File: src/rtl/dbi_rx_decoder.sv
// dbi_rx_decoder: DBI word restore into a 2-entry FIFO with inverted-word counter and sticky rule-violation flag
module dbi_rx_decoder #(
    parameter int WIDTH = 4,
    parameter int CNT_W = 8
) (
    input  logic             clk,
    input  logic             rst_n,
    input  logic [WIDTH-1:0] in_data,
    input  logic             in_dbi,
    input  logic             in_valid,
    output logic             in_ready,
    output logic [WIDTH-1:0] out_data,
    output logic             out_valid,
    input  logic             out_ready,
    input  logic             clr,
    output logic [CNT_W-1:0] inv_cnt,
    output logic             err
);
    logic [WIDTH-1:0] mem [2];
    logic [1:0]       cnt, cnt_nxt;
    logic             rptr, wptr, rdy, push, pop, bad;
    logic [31:0]      ones;
    assign push      = in_valid & rdy;
    assign pop       = (cnt != 2'd0) & out_ready;
    assign cnt_nxt   = cnt + 2'(push) - 2'(pop);
    assign in_ready  = rdy;
    assign out_valid = cnt != 2'd0;
    assign out_data  = out_valid ? mem[rptr] : '0;
    always_comb begin
        ones = '0;
        for (int i = 0; i < WIDTH; i++) ones = ones + 32'(in_data[i]);
        bad = ones > 32'(WIDTH / 2);
    end
    // in_ready is registered from the next count so it never depends on this cycle's handshake inputs
    always_ff @(posedge clk or negedge rst_n) begin
        if (!rst_n) begin
            cnt     <= '0;
            rptr    <= 1'b0;
            wptr    <= 1'b0;
            rdy     <= 1'b0;
            mem[0]  <= '0;
            mem[1]  <= '0;
            inv_cnt <= '0;
            err     <= 1'b0;
        end else begin
            cnt <= cnt_nxt;
            rdy <= cnt_nxt != 2'd2;
            if (push) begin
                mem[wptr] <= in_data ^ {WIDTH{in_dbi}};
                wptr      <= ~wptr;
            end
            if (pop) rptr <= ~rptr;
            if (clr) begin
                inv_cnt <= '0;
                err     <= 1'b0;
            end else begin
                if (push & in_dbi & ~&inv_cnt) inv_cnt <= inv_cnt + CNT_W'(1);
                if (push & bad) err <= 1'b1;
            end
        end
    end
endmodule
File: config.mk
export PLATFORM = sky130hd
export DESIGN_NAME = dbi_rx_decoder
export DESIGN_NICKNAME = d
export VERILOG_FILES = /design/src/rtl/dbi_rx_decoder.sv
export SDC_FILE = /design/constraint.sdc
export NUM_CORES = 1
export LEC_CHECK = 0
export BUFFER_PORTS_ARGS = -buffer_cell sky130_fd_sc_hd__buf_2
export CAP_MARGIN = 20
export CORE_UTILIZATION = 52
export CTS_BUF_LIST = sky130_fd_sc_hd__clkbuf_16
export DETAILED_ROUTE_END_ITERATION = 8
export GPL_ROUTABILITY_DRIVEN = 0
export HOLD_SLACK_MARGIN = 0.1
export PLACE_DENSITY = 0.77
export SLEW_MARGIN = 20
export SYNTH_ARGS = -nofsm -noshare
export SYNTH_HDL_FRONTEND = slang
export SYNTH_SLANG_ARGS = --single-unit
File: constraint.sdc
create_clock -name clk -period 2.4 [get_ports clk]
set_input_delay 0.24 -clock clk [delete_from_list [all_inputs] [get_ports clk]]
set_output_delay 0.24 -clock clk [all_outputs]
set_load 0.02 [all_outputs]
Word-level counts from Yosys, hierarchy flattened
Index checks and enable logic that the tools add are counted.
{ "totals": {"ff_bits": 22, "inputBits": 10, "output_inout_bits": 15, "word_cells": 46} }
{ "classes": {"n_addsub": 6, "order_cmp": 4, "n_eq_ne": 1, "mux": 11, "n_bitwise": 10, "n_reduce_logical": 6} }
{ "ops": {"columns": ["cell", "n"], "rows": [
  ["4-bit two-way mux", 5],
  ["8-bit two-way mux", 2],
  ["8-bit by 1-bit adder with 8-bit output (second input constant)", 1],
  ["8-bit bitwise mux", 1],
  ["8-bit AND reduction", 1],
  ["2-bit nonzero test", 3],
  ["1-bit AND", 5],
  ["3-bit by 1-bit adder with 4-bit output", 1],
  ["4-bit demux with 1-bit select", 1],
  ["2-bit >= comparator (second input constant)", 2],
  ["4-bit by 2-bit greater-than comparator with 1-bit output (second input constant)", 1],
  ["1-bit NOT with 2-bit output", 2],
  ["4-bit bitwise XOR", 1],
  ["2-bit by 1-bit adder with 3-bit output", 1],
  ["1-bit by 1-bit adder with 2-bit output", 1],
  ["2-bit by 1-bit adder with 2-bit output", 1],
  ["2-bit by 1-bit less-than comparator with 1-bit output (second input constant)", 1],
  ["1-bit two-way mux", 2],
  ["2-bit inequality test (second input constant)", 1],
  ["1-bit NOT", 2],
  ["2-bit by 1-bit subtractor with 2-bit output", 1],
  ["1-bit logical AND", 1],
  ["1-bit zero test", 1]
]} }

Longest topological paths before layout
{ "logic_depth": {"word_depth": 7, "ltp_mapped": 8, "ltp_nobuf": 8} }

Least setup slack after synthesis
No wires, ideal clock.
{ "synth_path": {"kind": "register to register", "from": "register inv_cnt[0]", "to": "register inv_cnt[5]", "setup_ns": 0.078, "arrival_ns": 1.727, "required_time_ns": 2.322, "setup_slack_ns": 0.594, "path_stages_with_launch": 6, "path_buffers": 0, "period_less_slack_ns": 1.806, "path_cell_list": "dfrtp_1 -> ha_1 -> and3_1 -> a21o_1 -> or4_1 -> a21oi_1"} }
{ "synth_between": {"elab_chain_cells": 4, "word_cells_on_any_way": 7} }
{ "synth_rtl": {"columns": ["element", "line_no", "rtl"], "rows": [
  ["from (decl)", "16", "output logic [CNT_W-1:0] inv_cnt,"],
  ["from (signal assigned)", "57", "if (push & in_dbi & ~&inv_cnt) inv_cnt <= inv_cnt + CNT_W'(1);"],
  ["branches (longest 4 deep; another with 8-bit by 1-bit adder with 8-bit output)", null, null]
]} }
Several ways; the timed one is not identified. The select of a mux whose other input is x is not followed.
A chain may end at the register's enable or synchronous reset.

Worst setup path after layout
{ "layout_path": {"from": "register cnt[1]", "to": "register rdy (netlist: in_ready)"} }
{ "layout_between": {"elab_chain_cells": 4, "word_cells_on_any_way": 5} }
{ "layout_rtl": {"columns": ["element", "line_no", "rtl"], "rows": [
  ["from (decl)", "20", "logic [1:0] cnt, cnt_nxt;"],
  ["from (signal assigned)", "46", "cnt <= cnt_nxt;"],
  ["2-bit nonzero test", "24", "assign pop = (cnt != 2'd0) & out_ready;"],
  ["1-bit AND", "24", null],
  ["net pop", "21", "logic rptr, wptr, rdy, push, pop, bad;"],
  ["2-bit by 1-bit subtractor with 2-bit output", "25", "assign cnt_nxt = cnt + 2'(push) - 2'(pop);"],
  ["net cnt_nxt[1]", "20", null],
  ["2-bit inequality test", "47", "rdy <= cnt_nxt != 2'd2;"],
  ["to (signal assigned)", "40", "rdy <= 1'b0;"],
  ["to (signal assigned)", "47", null],
  ["to (decl)", "21", null]
]} }
The timed path passes the listed nets, and every way through them passes these cells.

==> impl_metrics.py <==
metrics = {
    "power_and_ir_drop": {
        "p_comb_frac": 0.353,
        "p_leak_nw": 0.6726,
        "clkPwrFrac": 0.240,
        "fin_total_pwr_w": 0.001422,
        "ir_drop_mv": 0.5599,
        "p_sw_frac": 0.3591,
        "switchingPower_w": 0.0005106,
        "power.density_nw_per_um2": 1042,
        "intPower_w": 0.0009114,
        "p_seq_frac": 0.407,
    },
    "logic_synthesis": {
        "synth_cell_types": 30,
        "avgSynthCellArea_sq_um": 10.10,
        "syn-num-nets": 130,
        "yosysTopAreaCell": "dfrtp_1",
        "syn_area_sq_um": 1141,
        "ys_seq_elements": 22,
        "ys_warn_count": 0,
        "syn-instance-count": 113,
        "yosysMostFrequentCell": "dfrtp_1",
        "synth_flop_cell": "dfrtp_1",
        "synth_common_cells": "22 x dfrtp_1, 14 x nand2_1, 12 x nor2_1",
        "synth_edf_count": 0,
        "synthArstFlopShare": 1.000,
        "yosys-top-cells-area": "dfrtp_1 48%, ha_1 6.6%, xnor2_1 6.1%",
        "synth.top_cell.area_share": 0.4825,
        "ys_seq_area_frac": 0.4825,
    },
    "sta": {
        "tightest_slew_ns": 0.4878,
        "fin_crit_ns": 1.869,
        "finalSetupViolCount": 0,
        "hold_viol_final": 0,
        "rsz0062_at_grt": "false",
        "clock_skew_ns": 0.001067,
        "slew_headroom": 0.6664,
        "finalSetupTns_ns": 0,
        "finalMaxSlewViolations": 0,
        "fmax_ghz": 0.5352,
        "period_share": 0.7786,
    },
    "grt": {
        "grt_max_degree": 23,
        "grt_first_pass_wirelength_mm": 4.043,
        "first_global_vias": 912,
        "grt_overflow_total": 0,
        "antenna_found_initial": 0,
        "grt_usage": 0.2212,
    },
    "clock_tree": {
        "clock-sinks": 22,
        "clk_pin_slew_ns": 0.06,
        "post_cts.repair.setup_buffers": 0,
        "clk_latency_ns": 0.25,
        "cts_buffer_depth": 2,
        "cts_tree": "built",
        "htree_num_levels": 1,
        "cts-root-buf": "clkbuf_16",
        "cts_buffers": 3,
    },
    "layout": {
        "areaGrowthSynthToFinish_pct": 19.63,
        "n_antenna_cell": 0,
        "drive_gt1_frac": 0.2246,
        "fin_area_sq_um": 1365,
        "fillers": 168,
        "final_nets": 156,
    },
    "critical_path": {
        "regToRegSetupSlack_ns": 0.53,
        "crit_type": "reg2reg",
        "required_ns": 2.53,
        "worstSetupEndpointType": "register",
        "start_kind": "register",
        "worstPathMaxFanout": 6,
        "cp.arrival_ns": 2.00,
    },
    "floorplanning": {
        "core_sq_um": 2022,
        "start_util": 0.5644,
        "io_pins": 25,
        "rows": 16,
        "die_h_um": 48.85,
        "die-area_sq_um": 2386,
        "die_width_um": 48.85,
    },
    "detailed_routing": {
        "vias_per_cell": 5.321,
        "wirelength_mm": 2.225,
        "first_iter_violations": 14,
        "drc": 0,
        "dr_total_vias": 878,
        "ant_nets": 0,
        "avgRoutedWirePerCell_um": 13.48,
        "firstDrtPassIters": 4,
    },
    "place": {
        "io_buffers": 24,
        "placement.cell_area_sq_um": 1276,
        "dp_hpwl_mm": 1.686,
    },
    "flow_run": {
        "maxCapViolCount": 0,
    },
    "min_path": {
        "hp-class": "in2reg",
    },
    "run_status": {
        "status": "finished clean",
    },
}
## power groups by stage
stage	registers, W	logic [W]	clock network (W)
3_5_place_dp	0.000582	0.000502	0
6_report	0.000578	0.000502	0.000341
2_1_floorplan	0.000560	0.000372	0
4_1_cts	0.000578	0.000508	0.000344
5_1_grt	0.000592	0.000565	0.000362
3_3_place_gp	0.000574	0.000484	0
## logic make-up (layout without fill, tap and decap cells)
group	count (synthesis)	count (layout)	share of synthesized area
buf+inv	10	35	0.03618
simple gates	41	41	0.1809
compound gates	17	17	0.08662
flops	22	22	0.4825
mux	6	6	0.05373
xor+xnor	10	10	0.07676
fa+ha+maj	7	7	0.08333
## critical path, cell delays in order (launching register included)
cell and delay, ns:
dfrtp_1 0.39, nor2_1 0.31, nor2b_1 0.13, ha_1 0.29, inv_1 0.04, ha_1 0.18, xnor2_1 0.18, xnor2_1 0.17
nand2b_1 0.07
## routing by layer
layer / part of all wire / routed length [um] / GRT usage
met3: 0.043 / 95 / 0.04673
met1: 0.46 / 1020 / 0.2913
met4: 0.0054 / 12 / 0.07843
met2: 0.49 / 1097 / 0.3611
met5: 0 / 0 / 0
## worst paths after layout
check	startpoint	endpoint	cells after the start
worst min register to register	mem[6]$_DFFE_PN0P_	mem[6]$_DFFE_PN0P_	2
max in group asynchronous	rst_n	inv_cnt[4]$_DFFE_PN0P_	2
min in group asynchronous	rst_n	rptr$_DFFE_PN0P_	2
worst min-delay path	clr	inv_cnt[2]$_DFFE_PN0P_	2
worst max-delay path	cnt[1]$_DFF_PN0_	in_ready$_DFF_PN0_	8
worst max register to register	cnt[1]$_DFF_PN0_	in_ready$_DFF_PN0_	8
## area by class of cell
| class | instances | area, sq um | area share |
|---|---|---|---|
| flip-flops and latches | 22 | 550.5 | 0.4033 |
| multi-input cells | 81 | 549.3 | 0.4024 |
| repair buffers | 25 | 130.1 | 0.09533 |
| clock buffers | 3 | 75.07 | 0.05500 |
| well taps | 27 | 33.78 | 0.02475 |
| inverters | 6 | 22.52 | 0.01650 |
| clock inverters | 1 | 3.754 | 0.002750 |
## per-stage QoR
| step | setup WS [ns] | hold WS, ns | instances | util |
|---|---|---|---|---|
| floorplan | 0.5943 | -0.05559 | 113 | - |
| global placement | 0.5993 | 0.2289 | 160 | 0.6312 |
| detailed placement | 0.5159 | 0.2233 | 160 | 0.6312 |
| CTS | 0.5033 | 0.2859 | 165 | 0.6751 |
| global route | 0.3458 | 0.3044 | 165 | 0.6751 |
| finish | 0.5314 | 0.2884 | 165 | 0.6751 |
## cell usage in the layout (no fill, tap or decap), types with 2 or more instances in the layout
cell	netlist	routed
inv_1	6	6
clkbuf_16	0	3
mux2i_1	5	5
dfrtp_1	22	22
xnor2_1	8	8
a21oi_1	3	3
buf_2	0	24
xor2_1	2	2
nor2_1	12	12
ha_1	6	6
nand3_1	3	3
nor2b_1	2	2
o31ai_1	2	2
nand2_1	14	14
or4_1	2	2
o21ai_0	9	9
## repair_timing
item / 4_1_cts / 5_1_grt
hold buffers: 1 / 0
gates resized for setup: 0 / 0
endpoints found under the hold margin: 22 / 0
## state kept, by name (all words and copies together), names as in the netlist
| register | cells |
|---|---|
| cnt | 2 |
| err | 1 |
| in_ready | 1 |
| inv_cnt | 8 |
| mem | 8 |
| rptr | 1 |
| wptr | 1 |
(Power assumes the default switching activity.)
